--- src/rtl/sensor_pkg.sv ---
// rtl/sensor_pkg.sv - shared state encoding and parameter defaults for the sensor frame collector
package sensor_pkg;

    typedef enum logic {
        ST_IDLE    = 1'b0,
        ST_COLLECT = 1'b1
    } state_t;

    localparam int DEF_NUM_CH      = 2;
    localparam int DEF_DW          = 8;
    localparam int DEF_MAX_VAL     = 100;
    localparam int DEF_TIMEOUT     = 64;
    localparam int DEF_ZERO_REJECT = 1;

endpackage

--- src/rtl/frame_timer.sv ---
// rtl/frame_timer.sv - partial-frame age counter; expire flags the last allowed cycle
module frame_timer #(
    parameter int TIMEOUT = sensor_pkg::DEF_TIMEOUT
) (
    input  logic clk,
    input  logic rst,
    input  logic start,
    input  logic run,
    output logic expire
);

    localparam int            CW   = $clog2(TIMEOUT);
    localparam logic [CW-1:0] LAST = CW'(TIMEOUT - 1);

    logic [CW-1:0] r_cnt;

    always_ff @(posedge clk or posedge rst) begin
        if (rst) begin
            r_cnt <= '0;
        end else if (start) begin
            r_cnt <= '0;
        end else if (run) begin
            r_cnt <= r_cnt + CW'(1);
        end
    end

    assign expire = run && (r_cnt == LAST);

endmodule

--- src/rtl/sensor_frame_collector.sv ---
// rtl/sensor_frame_collector.sv - gathers one clamped sample per channel into a frame with
// overwrite, zero-reject, backpressure and timeout discard accounting
module sensor_frame_collector
    import sensor_pkg::*;
#(
    parameter int NUM_CH      = DEF_NUM_CH,
    parameter int DW          = DEF_DW,
    parameter int MAX_VAL     = DEF_MAX_VAL,
    parameter int TIMEOUT     = DEF_TIMEOUT,
    parameter int ZERO_REJECT = DEF_ZERO_REJECT
) (
    input  logic                      clk,
    input  logic                      rst,
    input  logic                      s_valid,
    input  logic [$clog2(NUM_CH)-1:0] s_ch,
    input  logic [DW-1:0]             s_data,
    output logic                      m_valid,
    input  logic                      m_ready,
    output logic [NUM_CH*DW-1:0]      m_data,
    output logic                      drop,
    output logic [7:0]                err_cnt
);

    localparam int             CHW  = $clog2(NUM_CH);
    localparam logic [DW-1:0]  MAXV = DW'(MAX_VAL);
    localparam logic [CHW:0]   NCH  = (CHW + 1)'(NUM_CH);

    state_t                 r_state;
    logic [NUM_CH-1:0]      r_fresh;
    logic [DW-1:0]          r_ch [NUM_CH];
    logic                   r_m_valid;
    logic [NUM_CH*DW-1:0]   r_m_data;
    logic                   r_drop;
    logic [7:0]             r_err;

    logic                   w_acc, w_bad, w_overwrite, w_complete, w_has_zero;
    logic                   w_load, w_discard_frame, w_timeout, w_start, w_expire, w_err_evt;
    logic [DW-1:0]          w_sample;
    logic [NUM_CH-1:0]      w_sel, w_fresh_nx;
    logic [DW-1:0]          w_ch_nx [NUM_CH];
    logic [NUM_CH*DW-1:0]   w_frame;

    assign w_acc       = s_valid && ({1'b0, s_ch} < NCH);
    assign w_bad       = s_valid && !w_acc;
    assign w_sample    = (s_data > MAXV) ? MAXV : s_data;
    assign w_sel       = w_acc ? (NUM_CH'(1) << s_ch) : '0;
    assign w_overwrite = |(r_fresh & w_sel);
    assign w_fresh_nx  = r_fresh | w_sel;
    assign w_complete  = w_acc && (&w_fresh_nx);

    // The frame is judged including the sample landing this cycle.
    always_comb begin
        w_has_zero = 1'b0;
        w_frame    = '0;
        for (int i = 0; i < NUM_CH; i++) begin
            w_ch_nx[i]             = w_sel[i] ? w_sample : r_ch[i];
            w_frame[i*DW +: DW]    = w_ch_nx[i];
            w_has_zero             = w_has_zero | (w_ch_nx[i] == '0);
        end
    end

    assign w_load          = w_complete && !((ZERO_REJECT != 0) && w_has_zero)
                             && !(r_m_valid && !m_ready);
    assign w_discard_frame = w_complete && !w_load;
    assign w_timeout       = w_expire && !w_complete;
    assign w_start         = w_acc && !w_complete && ((r_state == ST_IDLE) || w_timeout);
    assign w_err_evt       = w_bad | w_overwrite | w_discard_frame | w_timeout;

    frame_timer #(
        .TIMEOUT (TIMEOUT)
    ) u_timer (
        .clk    (clk),
        .rst    (rst),
        .start  (w_start),
        .run    (r_state == ST_COLLECT),
        .expire (w_expire)
    );

    always_ff @(posedge clk or posedge rst) begin
        if (rst) begin
            r_state   <= ST_IDLE;
            r_fresh   <= '0;
            for (int i = 0; i < NUM_CH; i++) r_ch[i] <= '0;
            r_m_valid <= 1'b0;
            r_m_data  <= '0;
            r_drop    <= 1'b0;
            r_err     <= '0;
        end else begin
            for (int i = 0; i < NUM_CH; i++) r_ch[i] <= w_ch_nx[i];

            if (w_complete) begin
                r_fresh <= '0;
                r_state <= ST_IDLE;
            end else if (w_timeout) begin
                // A sample in the expiring cycle seeds the next frame.
                r_fresh <= w_sel;
                r_state <= w_acc ? ST_COLLECT : ST_IDLE;
            end else begin
                r_fresh <= w_fresh_nx;
                if (w_acc) r_state <= ST_COLLECT;
            end

            r_m_valid <= w_load | (r_m_valid & !m_ready);
            if (w_load) r_m_data <= w_frame;

            r_drop <= w_discard_frame | w_timeout;
            if (w_err_evt && (r_err != 8'hFF)) r_err <= r_err + 8'd1;
        end
    end

    assign m_valid = r_m_valid;
    assign m_data  = r_m_data;
    assign drop    = r_drop;
    assign err_cnt = r_err;

endmodule

--- config.mk ---
export PLATFORM = sky130hd
export DESIGN_NAME = sensor_frame_collector
export DESIGN_NICKNAME = d
export VERILOG_FILES = /design/src/rtl/sensor_pkg.sv /design/src/rtl/frame_timer.sv /design/src/rtl/sensor_frame_collector.sv
export SDC_FILE = /design/constraint.sdc
export NUM_CORES = 1
export LEC_CHECK = 0
export CAP_MARGIN = 20
export CORE_ASPECT_RATIO = 1.2
export CORE_MARGIN = 4
export CORE_UTILIZATION = 50
export CTS_CLUSTER_DIAMETER = 150
export DETAILED_ROUTE_END_ITERATION = 8
export GPL_TIMING_DRIVEN = 0
export PLACE_DENSITY = 0.86
export RECOVER_POWER = 50
export SLEW_MARGIN = 20
export SYNTH_ARGS = -nofsm -noshare
export SYNTH_HDL_FRONTEND = slang
export SYNTH_HIERARCHICAL = 1
export SYNTH_SLANG_ARGS = --single-unit
export TNS_END_PERCENT = 5
--- constraint.sdc ---
create_clock -name clk -period 2.1 [get_ports clk]
set_input_delay 0.21 -clock clk [delete_from_list [all_inputs] [get_ports clk]]
set_output_delay 0.21 -clock clk [all_outputs]
set_load 0.02 [all_outputs]
**After elaboration in Yosys (flattened, before gate mapping)**

Index checks and enable logic that the tools add are counted.
Widths: inputs -> output; s select.

- Flip-flop bits (word level): 51
- Latch bits: 0
- Bits in writable memories: 0
- Bits in read-only memories: 0
- Input bits: 13
- Word-level logic and storage cells: 58
- Memories: 0

- $add $sub $neg: 2
- Multipliers: 0
- Div/mod/pow operators: 0
- $lt $le $gt $ge: 1
- Equality and inequality tests: 2
- Shift-type cells: 1
- Muxes and demuxes: 12
- Bitwise gates (word level): 9
- Reduce and logical (&&, ||, !) cells: 22

Operator list:

| kind | count |
|---|---|
| $mux 8 | 3 |
| $logic_not 8->1 | 2 |
| $mux 6 | 2 |
| $logic_and 1x1->1 | 10 |
| $add 8x1->8 const B | 1 |
| $gt 8x7->1 const B | 1 |
| $ne 8x8->1 const B | 1 |
| $add 6x1->6 const B | 1 |
| $eq 6x6->1 const B | 1 |
| $mux 2 | 3 |
| $logic_not 1->1 | 5 |
| $or 1x1->1 | 5 |
| $mux 1 | 4 |
| $reduce_bool 3->1 | 1 |
| $and 2x2->2 | 1 |
| $or 2x2->2 | 1 |
| $reduce_and 2->1 | 1 |
| $reduce_bool 2->1 | 1 |
| $reduce_or 2->1 | 1 |
| $shl 1x1->2 const A | 1 |
| $and 1x1->1 | 1 |
| $logic_or 1x1->1 | 1 |
| $not 1->1 | 1 |

**Longest topological paths before layout**

Gate-level depths: netlist (run 1).

- Depth in word-level cells: 13
- Gate-level depth with buffers: 9
- Mapped depth without buffers: 8

**Hierarchy**

The synthesis (run 1) kept the hierarchy.

By module, submodules not included:

| module | times used | cells an instance | area each (µm²) | seq. area each (µm²) |
|---|---|---|---|---|
| sensor_frame_collector | 1 | 196 | 2,158.3 | 1,126.1 |
| frame_timer | 1 | 29 | 285.3 | 150.1 |

**Worst setup path before layout (run 1)**

Ideal clock, no wire load.

- Path kind: input-to-reg
- From: in s_data[7]
- To: reg r_err[7], in the netlist err_cnt[7]
- Arrival time: 2.273 ns
- Setup slack: -0.301 ns
- Cell stages on the path: 7
- Path through: buf_2 > or3_1 > or4_1 > a211oi_2 > a211oi_2 > nor4_1 > mux2_1

- Word-level cells in the longest chain between the ends: 13
- Elaborated cells between the ends (all ways): 15
- Classes of those cells: order compare: 1; mux: 3; bitwise: 3; reduce/logical: 8

RTL lines:

| what | line | source |
|---|---|---|
| start: declaration | sensor_frame_collector.sv:16 | `input logic [DW-1:0] s_data,` |
| $gt 8x7->1 | sensor_frame_collector.sv:45 | `assign w_sample = (s_data > MAXV) ? MAXV : s_data;` |
| $mux 8 * | sensor_frame_collector.sv:45 |  |
| $mux 8 | sensor_frame_collector.sv:56 | `w_ch_nx[i] = w_sel[i] ? w_sample : r_ch[i];` |
| $logic_not 8->1 | sensor_frame_collector.sv:58 | `w_has_zero = w_has_zero \| (w_ch_nx[i] == '0);` |
| $or 1x1->1 * | sensor_frame_collector.sv:58 |  |
| $logic_not 1->1 * | sensor_frame_collector.sv:62 | `assign w_load = w_complete && !((ZERO_REJECT != 0) && w_has_zero)` |
| $logic_and 1x1->1 * | sensor_frame_collector.sv:62 |  |
| $logic_and 1x1->1 * | sensor_frame_collector.sv:63 | `&& !(r_m_valid && !m_ready);` |
| $logic_not 1->1 * | sensor_frame_collector.sv:64 | `assign w_discard_frame = w_complete && !w_load;` |
| $logic_and 1x1->1 * | sensor_frame_collector.sv:64 |  |
| $or 1x1->1 * (2 in a row) | sensor_frame_collector.sv:67 | `assign w_err_evt = w_bad \| w_overwrite \| w_discard_frame \| w_timeout;` |
| $logic_and 1x1->1 * | sensor_frame_collector.sv:107 | `if (w_err_evt && (r_err != 8'hFF)) r_err <= r_err + 8'd1;` |
| end signal: assignment | sensor_frame_collector.sv:107 |  |
| end: declaration | sensor_frame_collector.sv:34 | `logic [7:0] r_err;` |

Every way passes the cells marked *; elsewhere a longest branch is shown, timed or not.
A chain may end at the register's enable or synchronous reset.

**Final worst setup path (run 1)**

- From: in s_data[7]
- To: reg r_m_data[13], in the netlist m_data[13]

- Word-level cells in the longest chain between the ends: 8
- Elaborated cells between the ends (all ways): 10
- Classes of those cells: order compare: 1; mux: 3; bitwise: 1; reduce/logical: 5

RTL lines:

| what | line | source |
|---|---|---|
| $gt 8x7->1 | sensor_frame_collector.sv:45 |  |
| $mux 8 * | sensor_frame_collector.sv:45 |  |
| $mux 8 | sensor_frame_collector.sv:56 |  |
| $logic_not 8->1 | sensor_frame_collector.sv:58 |  |
| $or 1x1->1 | sensor_frame_collector.sv:58 |  |
| $logic_not 1->1 | sensor_frame_collector.sv:62 |  |
| $logic_and 1x1->1 | sensor_frame_collector.sv:62 |  |
| $logic_and 1x1->1 | sensor_frame_collector.sv:63 |  |
| end signal: assignment | sensor_frame_collector.sv:104 | `if (w_load) r_m_data <= w_frame;` |
| end: declaration | sensor_frame_collector.sv:32 | `logic [NUM_CH*DW-1:0] r_m_data;` |

Marks and branches as above.

==> metrics.md, run 1 <==
| Metric | Value |
|---|---|
| Flops & latches, synth | 51 |
| Via count of the first global-routing pass | 1,944 |
| Chip Height | 84.6 um |
| Top Ports | 39 |
| First-pass GRT wire length | 9.49 mm |
| Average cell area after synthesis | 10.9 um^2 |
| Data arrival at the endpoint of the critical path | 2.35 ns |
| Global placer's final weighted congestion | 0.801 |
| Maximum number of pins on one net before global-route repair | 36 |
| I/O Buffers | 36 |
| Clock root buffer master | clkbuf_8 |
| Final setup vio count | 17 |
| Via-per-instance ratio | approximately 5.6 |
| Die Outline Area | around 6000 um^2 |
| Placed cells | 320 |
| Total of hold buffers inserted after clock tree synthesis | 0 |
| Area of the core | 4660 um^2 |
| Utilization after layout | 70.2% |
| Number of unique standard cell types used by synthesis | 48 |
| Total number of H-tree levels | 2 |
| Synthesis-to-finish area growth | 33.8% |
| Transition at the pin with the smallest max-transition slack | 0.825 ns |
| Mapped cell area | approximately 2400 um^2 |
| Number of nets in the layout | slightly below 300 |
| Violated checks | negative setup slack |
| Largest buffer count on any clock path | 2 |
| Leftover overflow at the end of global routing | 0 |
| Nature of the critical path endpoint | flop |
| EDFF count, synth | 0 |
| Fill cell count | 324 |
| Wire length after detailed routing | 6.02 mm |
| Critical path origin | s_data[7] |
| Chip Width | 71.8 um |
| CTS tree | done |
| Max-cap violation count | 0 |
| Worst min-delay path class | primary input to flop |
| Critical R2R Launch | u_timer/r_cnt[0] |
| Time the worst path needs with I/O delays and setup | 2.14 ns |
| Antenna Diode Count | 0 |
| Min setup slack post-route | -0.0425 ns |
| Setup slack at placement | -0.955 ns |
| Clk slew on worst S/H paths | ~0.10 ns |
| Pins over their slew limit | 0 |
| Initial antenna violation count | 0 |
| Yosys synthesis warning count | 6 |
| Latest clock arrival within the worst-skew pair | 0.31 ns |
| Maximum resistive drop on vdd | 0.565 mV |
| Final Cycle Share | 102% |
| Outcome | complete, but fails checks |
| Max-Slew Margin vs Limit | 45.0% |
| Crit path max fanout | 10 |
| Initial standard-cell utilization of the core | 52.4% |
| Share of cells above drive strength 1 | 26.9% |
| Final HPWL DP | 3.66 mm |
| Final worst clock skew | slightly below 0.006 ns |
| Post-detailed-route count of antenna-violating nets | 0 |
| Final cell count without fillers | 341 |
| Total number of placement rows | 27 |
| Count of mapped cells out of synthesis | 225 |
| Net count after synthesis | 240 |
| Clock Sink Count | 51 |
| Unrepaired setup endpoints after global routing | yes |
| Area used by multi-input combinational logic | 1240 um^2 |
| Length of the first detailed-routing pass in iterations | 5 |
| Post-synthesis async set-or-reset flop share | 100% |
| Cts bufs inserted | 5 |
| Number of design-rule violations left by the first detailed-router iteration | 121 |
| Post-DR wirelength/cell | 17.6 um |
| Vias post-DR | 1,906 |
| Number of endpoints with negative hold slack in the final report | 0 |
| F_max | roughly 470 MHz |
| Sort of element at the start of the critical path | primary input |
| WS Path Type | primary input to flop |
| CP Capture Point | m_data[13] |
| Most frequently used flop master after synthesis | dfrtp_1 |
| Final setup TNS | -0.369 ns |
| Required time of the critical path | ~2.3 ns |
| # DRC | 0 |
| Total area of sequential cells | 1280 um^2 |
| Critical R2R Capture | err_cnt[7] |
| Total leakage power | around 1.5 nW |
| Setup slack on the worst flop-to-flop path | around 0.040 ns |
| Post-synthesis sequential area ratio | 52.2% |
| Overall track demand over capacity in global routing | 20.0% |
| Power per unit of standard cell area | 1100 nW/um^2 |
| Worst-case reg-to-reg path depth | 8 |
worst min path at each step:
stage	cells past startpoint	startpoint	endpoint	slack (ns)
finish	3	s_data[3]	r_ch[3]	0.24
floorplan	1	rst	u_timer/r_cnt[0]	0.001
global placement	2	rst	u_timer/r_cnt[2]	0.47
global route	3	s_data[3]	r_ch[11]	0.27
detailed placement	1	m_data[10]	m_data[10]	0.48
CTS	2	rst	u_timer/r_cnt[2]	0.17
worst max-delay path, cell delays in order:
cell and delay (ns):
clkbuf_4 0.18, or3_4 0.39, or4_4 0.44, a211oi_4 0.34, a2111oi_4 0.14, nand2_4 0.18, buf_8 0.16, mux2_4 0.31
flip-flops by register name, indices dropped and copies added, names as in the netlist:
signal,flops
m_valid,1
drop,1
m_data,16
u_timer/r_cnt,6
r_ch,16
r_fresh,2
r_state,1
err_cnt,8
per-layer routing:
metal | track usage, % | wire (um)
met5 | 0 | 0
met4 | 6.84 | 126
met3 | 3.95 | 188
met2 | 34.7 | 3160
met1 | 24.6 | 2550
cell usage after synthesis, drive strengths merged (4+ instances only):
master,instances,share of area (%)
dfrtp,51,52
nand2b,7,1.8
buf,6,1.4
nor2,15,2.3
a21oi,9,1.8
xor2,4,1.4
nand3,8,1.6
nor3,10,2.0
clkbuf,4,0.61
mux2,21,11
o21ai,14,2.9
nand2,28,4.6
inv,5,0.77
layout make-up:
type | count | share of cell area (%)
buffer | 10 | 2.14
clock buffer | 5 | 2.10
clock inverter | 3 | 0.803
inverter | 5 | 0.574
multi-input combinational | 159 | 37.9
sequential | 51 | 39.1
tap | 58 | 2.22
timing repair buffer | 50 | 15.1
report_power, final:
| part | total [mW] | switching (mW) | internal, mW |
|---|---|---|---|
| Combinational | 1.53 | 0.734 | 0.795 |
| Clock | 0.607 | 0.361 | 0.246 |
| Sequential | 1.46 | 0.208 | 1.25 |
per-stage QoR:
step | hold slack, ns | cell area [um^2] | total power, mW
final | 0.239 | 3270 | 3.59
after global placement | 0.469 | 2880 | 2.74
after detailed placement | 0.484 | 2900 | 2.79
after CTS | 0.169 | 3200 | 3.53
after floorplan | 0.000959 | 2450 | 2.25
after global routing | 0.266 | 3270 | 3.78
cells in the final DEF, fill, tap and decap left out, types with 6 or more instances in the layout:
cell type,count
dfrtp_1,50
nand2_1,27
clkdlybuf4s50_1,27
mux2_4,16
nor2_1,13
o21ai_0,13
a21oi_1,9
buf_4,9
nand3_1,8
nand2b_1,7
nor3_1,6
cell families after synthesis:
logic type                 share of synthesized area (%)
buffers and inverters                               2.76
AOI/OAI and AO/OA                                   11.9
and+or+nand+nor                                     18.4
DFF                                                 52.2
muxes                                               11.9
adders and majority gates                           1.02
xor gates and xnor gates                            1.79
repair_timing:
action / CTS / global route
buffers inserted: 7 / 5
endpoints found under the setup margin: 25 / 22
pin swaps: 9 / 12
gates cloned: 1 / 0
resized for setup: 55 / 20
(Power assumes the default switching activity.)
==> run 2: changes to the inputs <==
--- a/config.mk
+++ b/config.mk
@@ -12,11 +12,10 @@
 export CTS_CLUSTER_DIAMETER = 150
 export DETAILED_ROUTE_END_ITERATION = 8
 export GPL_TIMING_DRIVEN = 0
-export PLACE_DENSITY = 0.86
+export PLACE_DENSITY = 0.87
 export RECOVER_POWER = 50
 export SLEW_MARGIN = 20
 export SYNTH_ARGS = -nofsm -noshare
 export SYNTH_HDL_FRONTEND = slang
-export SYNTH_HIERARCHICAL = 1
 export SYNTH_SLANG_ARGS = --single-unit
 export TNS_END_PERCENT = 5
==> metrics.md, run 2 <==
| Metric | Value |
|---|---|
| Clk slew on worst S/H paths | 0.10 ns |
| Maximum resistive drop on vdd | 0.743 mV |
| Min setup slack post-route | -0.188 ns |
| Sort of element at the start of the critical path | primary input |
| Latest clock arrival within the worst-skew pair | 0.31 ns |
| Synth area leaders | dfrtp_1, mux2_4, nand2_1 |
| Data arrival at the endpoint of the critical path | 2.49 ns |
| Post-synthesis async set-or-reset flop share | 100% |
| Switching Share | 34.4% |
| Post-DR wirelength/cell | 15.4 um |
| Average cell area after synthesis | 11.0 um^2 |
| Wire length after detailed routing | 4.91 mm |
| Initial standard-cell utilization of the core | 51.7% |
| Antenna Diode Count | 0 |
| Total number of placement rows | 27 |
| Leftover overflow at the end of global routing | 0 |
| Chip Height | roughly 83 um |
| Global placer's final weighted congestion | between 0.9 and 1 |
| Commonest cells after routing, fill and taps aside | dfrtp_1, clkdlybuf4s50_1, nand2_1 |
| Count of mapped cells out of synthesis | 214 |
| EDFF count, synth | 0 |
| CTS tree | done |
| Final HPWL DP | 3.53 mm |
| Clock Sink Count | 51 |
| Overall track demand over capacity in global routing | about 18% |
| Number of endpoints with negative hold slack in the final report | 0 |
| Transition at the pin with the smallest max-transition slack | roughly 0.85 ns |
| Most frequently used flop master after synthesis | dfrtp_1 |
| WS Path Type | primary input to flop |
| Worst min-delay path class | primary input to flop |
| Outcome | complete, but fails checks |
| Number of unique standard cell types used by synthesis | 42 |
| Initial antenna violation count | 0 |
| Maximum number of pins on one net before global-route repair | 30 |
| Final Cycle Share | 109% |
| Post-DP Area | 2820 um^2 |
| Pins over their slew limit | 0 |
| First-pass GRT wire length | around 8.4 mm |
| Post-route design area | 2980 um^2 |
| Nature of the critical path endpoint | flop |
| Max-cap violation count | 0 |
| Most frequent standard cell in the layout excluding fill and tap cells | dfrtp_1 |
| Number of nets in the layout | about 280 |
| Violated checks | negative setup slack |
| Yosys synthesis warning count | 0 |
| Via-per-instance ratio | between 5 and 6 |
| Area used by multi-input combinational logic | 1070 um^2 |
| Post-synthesis sequential area ratio | between 50% and 60% |
| Required time of the critical path | 2.30 ns |
| Comb pwr share | slightly below 40% |
| Total area of sequential cells | about 1300 um^2 |
| Fill cell count | 337 |
| Unrepaired setup endpoints after global routing | yes |
| Clock Power Share | between 10% and 20% |
| Placed cells | 310 |
| Top Ports | 39 |
| Clock root buffer master | clkbuf_8 |
| Cell internal pwr | 2.19 mW |
| Largest area contributor in the synthesized netlist | dfrtp_1 |
| Setup slack at placement | -0.556 ns |
| Crit path max fanout | 10 |
| Top-count cell post-synth | dfrtp_1 |
| Final cell count without fillers | 320 |
| Area of the core | 4560 um^2 |
| Power per unit of standard cell area | 1120 nW/um^2 |
| Total leakage power | approximately 1.3 nW |
| Mapped cell area | 2360 um^2 |
| Post-detailed-route count of antenna-violating nets | 0 |
| Max-Slew Margin vs Limit | 43.4% |
| Flops & latches, synth | 51 |
| Vias post-DR | 1,779 |
| Top-area cell type share of the netlist area | 54.1% |
| Largest buffer count on any clock path | 2 |
| I/O Buffers | 37 |
| Seq pwr share | 42.8% |
| Number of design-rule violations left by the first detailed-router iteration | 76 |
| Sw Pwr | roughly 1.1 mW |
| Final setup vio count | 16 |
| Synthesis-to-finish area growth | 26.4% |
| Commonest cells post-synth | dfrtp_1, nand2_1, o21ai_0, a21oi_1, nor2_1 |
| Chip Width | 70.7 um |
| Final worst clock skew | 0.0123 ns |
| Share of cells above drive strength 1 | 16.4% |
| Total number of H-tree levels | 2 |
| Via count of the first global-routing pass | 1,793 |
| F_max | approximately 440 MHz |
| # DRC | 0 |
| Cts bufs inserted | 5 |
| Length of the first detailed-routing pass in iterations | 4 |
| Worst Hold Margin | about 0.4 ns |
| Time the worst path needs with I/O delays and setup | 2.29 ns |
| Net count after synthesis | 229 |
| Die Outline Area | 5880 um^2 |
[run 2: cell count changes in the layout (fill, tap and decap cells not counted), sizes merged, moves of 4 or more]
cell / delta
nor3: -4
a31oi: +4
mux2: -5
buf: -16
o21ai: +6
xnor2: +4
clkdlybuf4s50: +9
nor2: -5
[run 2: cell families after synthesis]
kind of cell	Yosys count	synth area share, %
XOR/XNOR	7	2.60
flip-flops	51	54.1
buffers and inverters	10	2.23
AO/OA/AOI/OAI	46	12.2
multiplexers	17	9.34
AND/OR/NAND/NOR	81	18.4
adder cells (fa/ha/maj)	2	1.06
[run 2: path summary, 6_finish.rpt]
kind / startpoint / to / slack (ns) / cells past startpoint
worst min-delay path: s_ch / r_ch[1] / 0.40 / 3
worst max-delay path: s_data[3] / m_data[1] / -0.19 / 8
min in group asynchronous: rst / err_cnt[2] / 0.50 / 2
worst max register to register: r_ch[7] / m_data[1] / -0.16 / 7
max in group asynchronous: rst / r_ch[1] / 0.40 / 3
worst min register to register: m_data[14] / m_data[14] / 0.50 / 2
[run 2: area by class of cell]
cell class              instances  share of cell area (%)
flip-flops and latches         51                    42.8
multi-input cells             153                    36.1
repair buffers                 40                    13.5
clock buffers                   6                    2.77
well taps                      58                    2.43
plain buffers                   7                    1.55
clock inverters                 2                   0.462
inverters                       3                   0.378
[run 2: timing repair]
item | 4_1_cts | 5_1_grt
hold buffers | 0 | 0
pin swaps | 1 | 0
buffers inserted | 2 | 0
endpoints found under the setup margin | 20 | 25
gates cloned | 0 | 0
gates resized for setup | 4 | 5
[run 2: through the flow]
| stage | utilization [%] | total power, mW | TNS [ns] |
|---|---|---|---|
| detailed placement | 61.8 | 2.70 | -10.31 |
| global route | 65.3 | 3.53 | -3.47 |
| floorplan | - | 2.17 | -0.0604 |
| finish | 65.3 | 3.34 | -2.10 |
| CTS | 64.9 | 3.36 | -1.57 |
| global placement | 61.4 | 2.65 | -22.47 |
[run 2: routing by layer]
| layer | wire (um) | track usage (%) | up-vias | part of all wire, % |
|---|---|---|---|---|
| li1 | - | - | 845 | - |
| met5 | 0 | 0 | - | 0 |
| met4 | 162 | 7.01 | 0 | 3.3 |
| met1 | 2040 | 22.2 | 874 | 41 |
| met3 | 202 | 4.60 | 14 | 4.1 |
| met2 | 2510 | 28.9 | 46 | 51 |
[run 2: power by group through the flow]
stage / combinational [mW] / clock, mW / sequential (mW)
floorplan: 0.531 / 0 / 1.64
global placement: 1.22 / 0 / 1.43
detailed placement: 1.25 / 0 / 1.44
CTS: 1.32 / 0.614 / 1.43
global route: 1.41 / 0.657 / 1.46
finish: 1.31 / 0.601 / 1.43
[run 2: critical path: stages]
cell and delay, ns:
clkdlybuf4s50_1 0.51, o211a_1 0.26, nor3_1 0.35, a31oi_1 0.30, o211ai_4 0.27, buf_12 0.15, buf_12 0.13, mux2_4 0.30
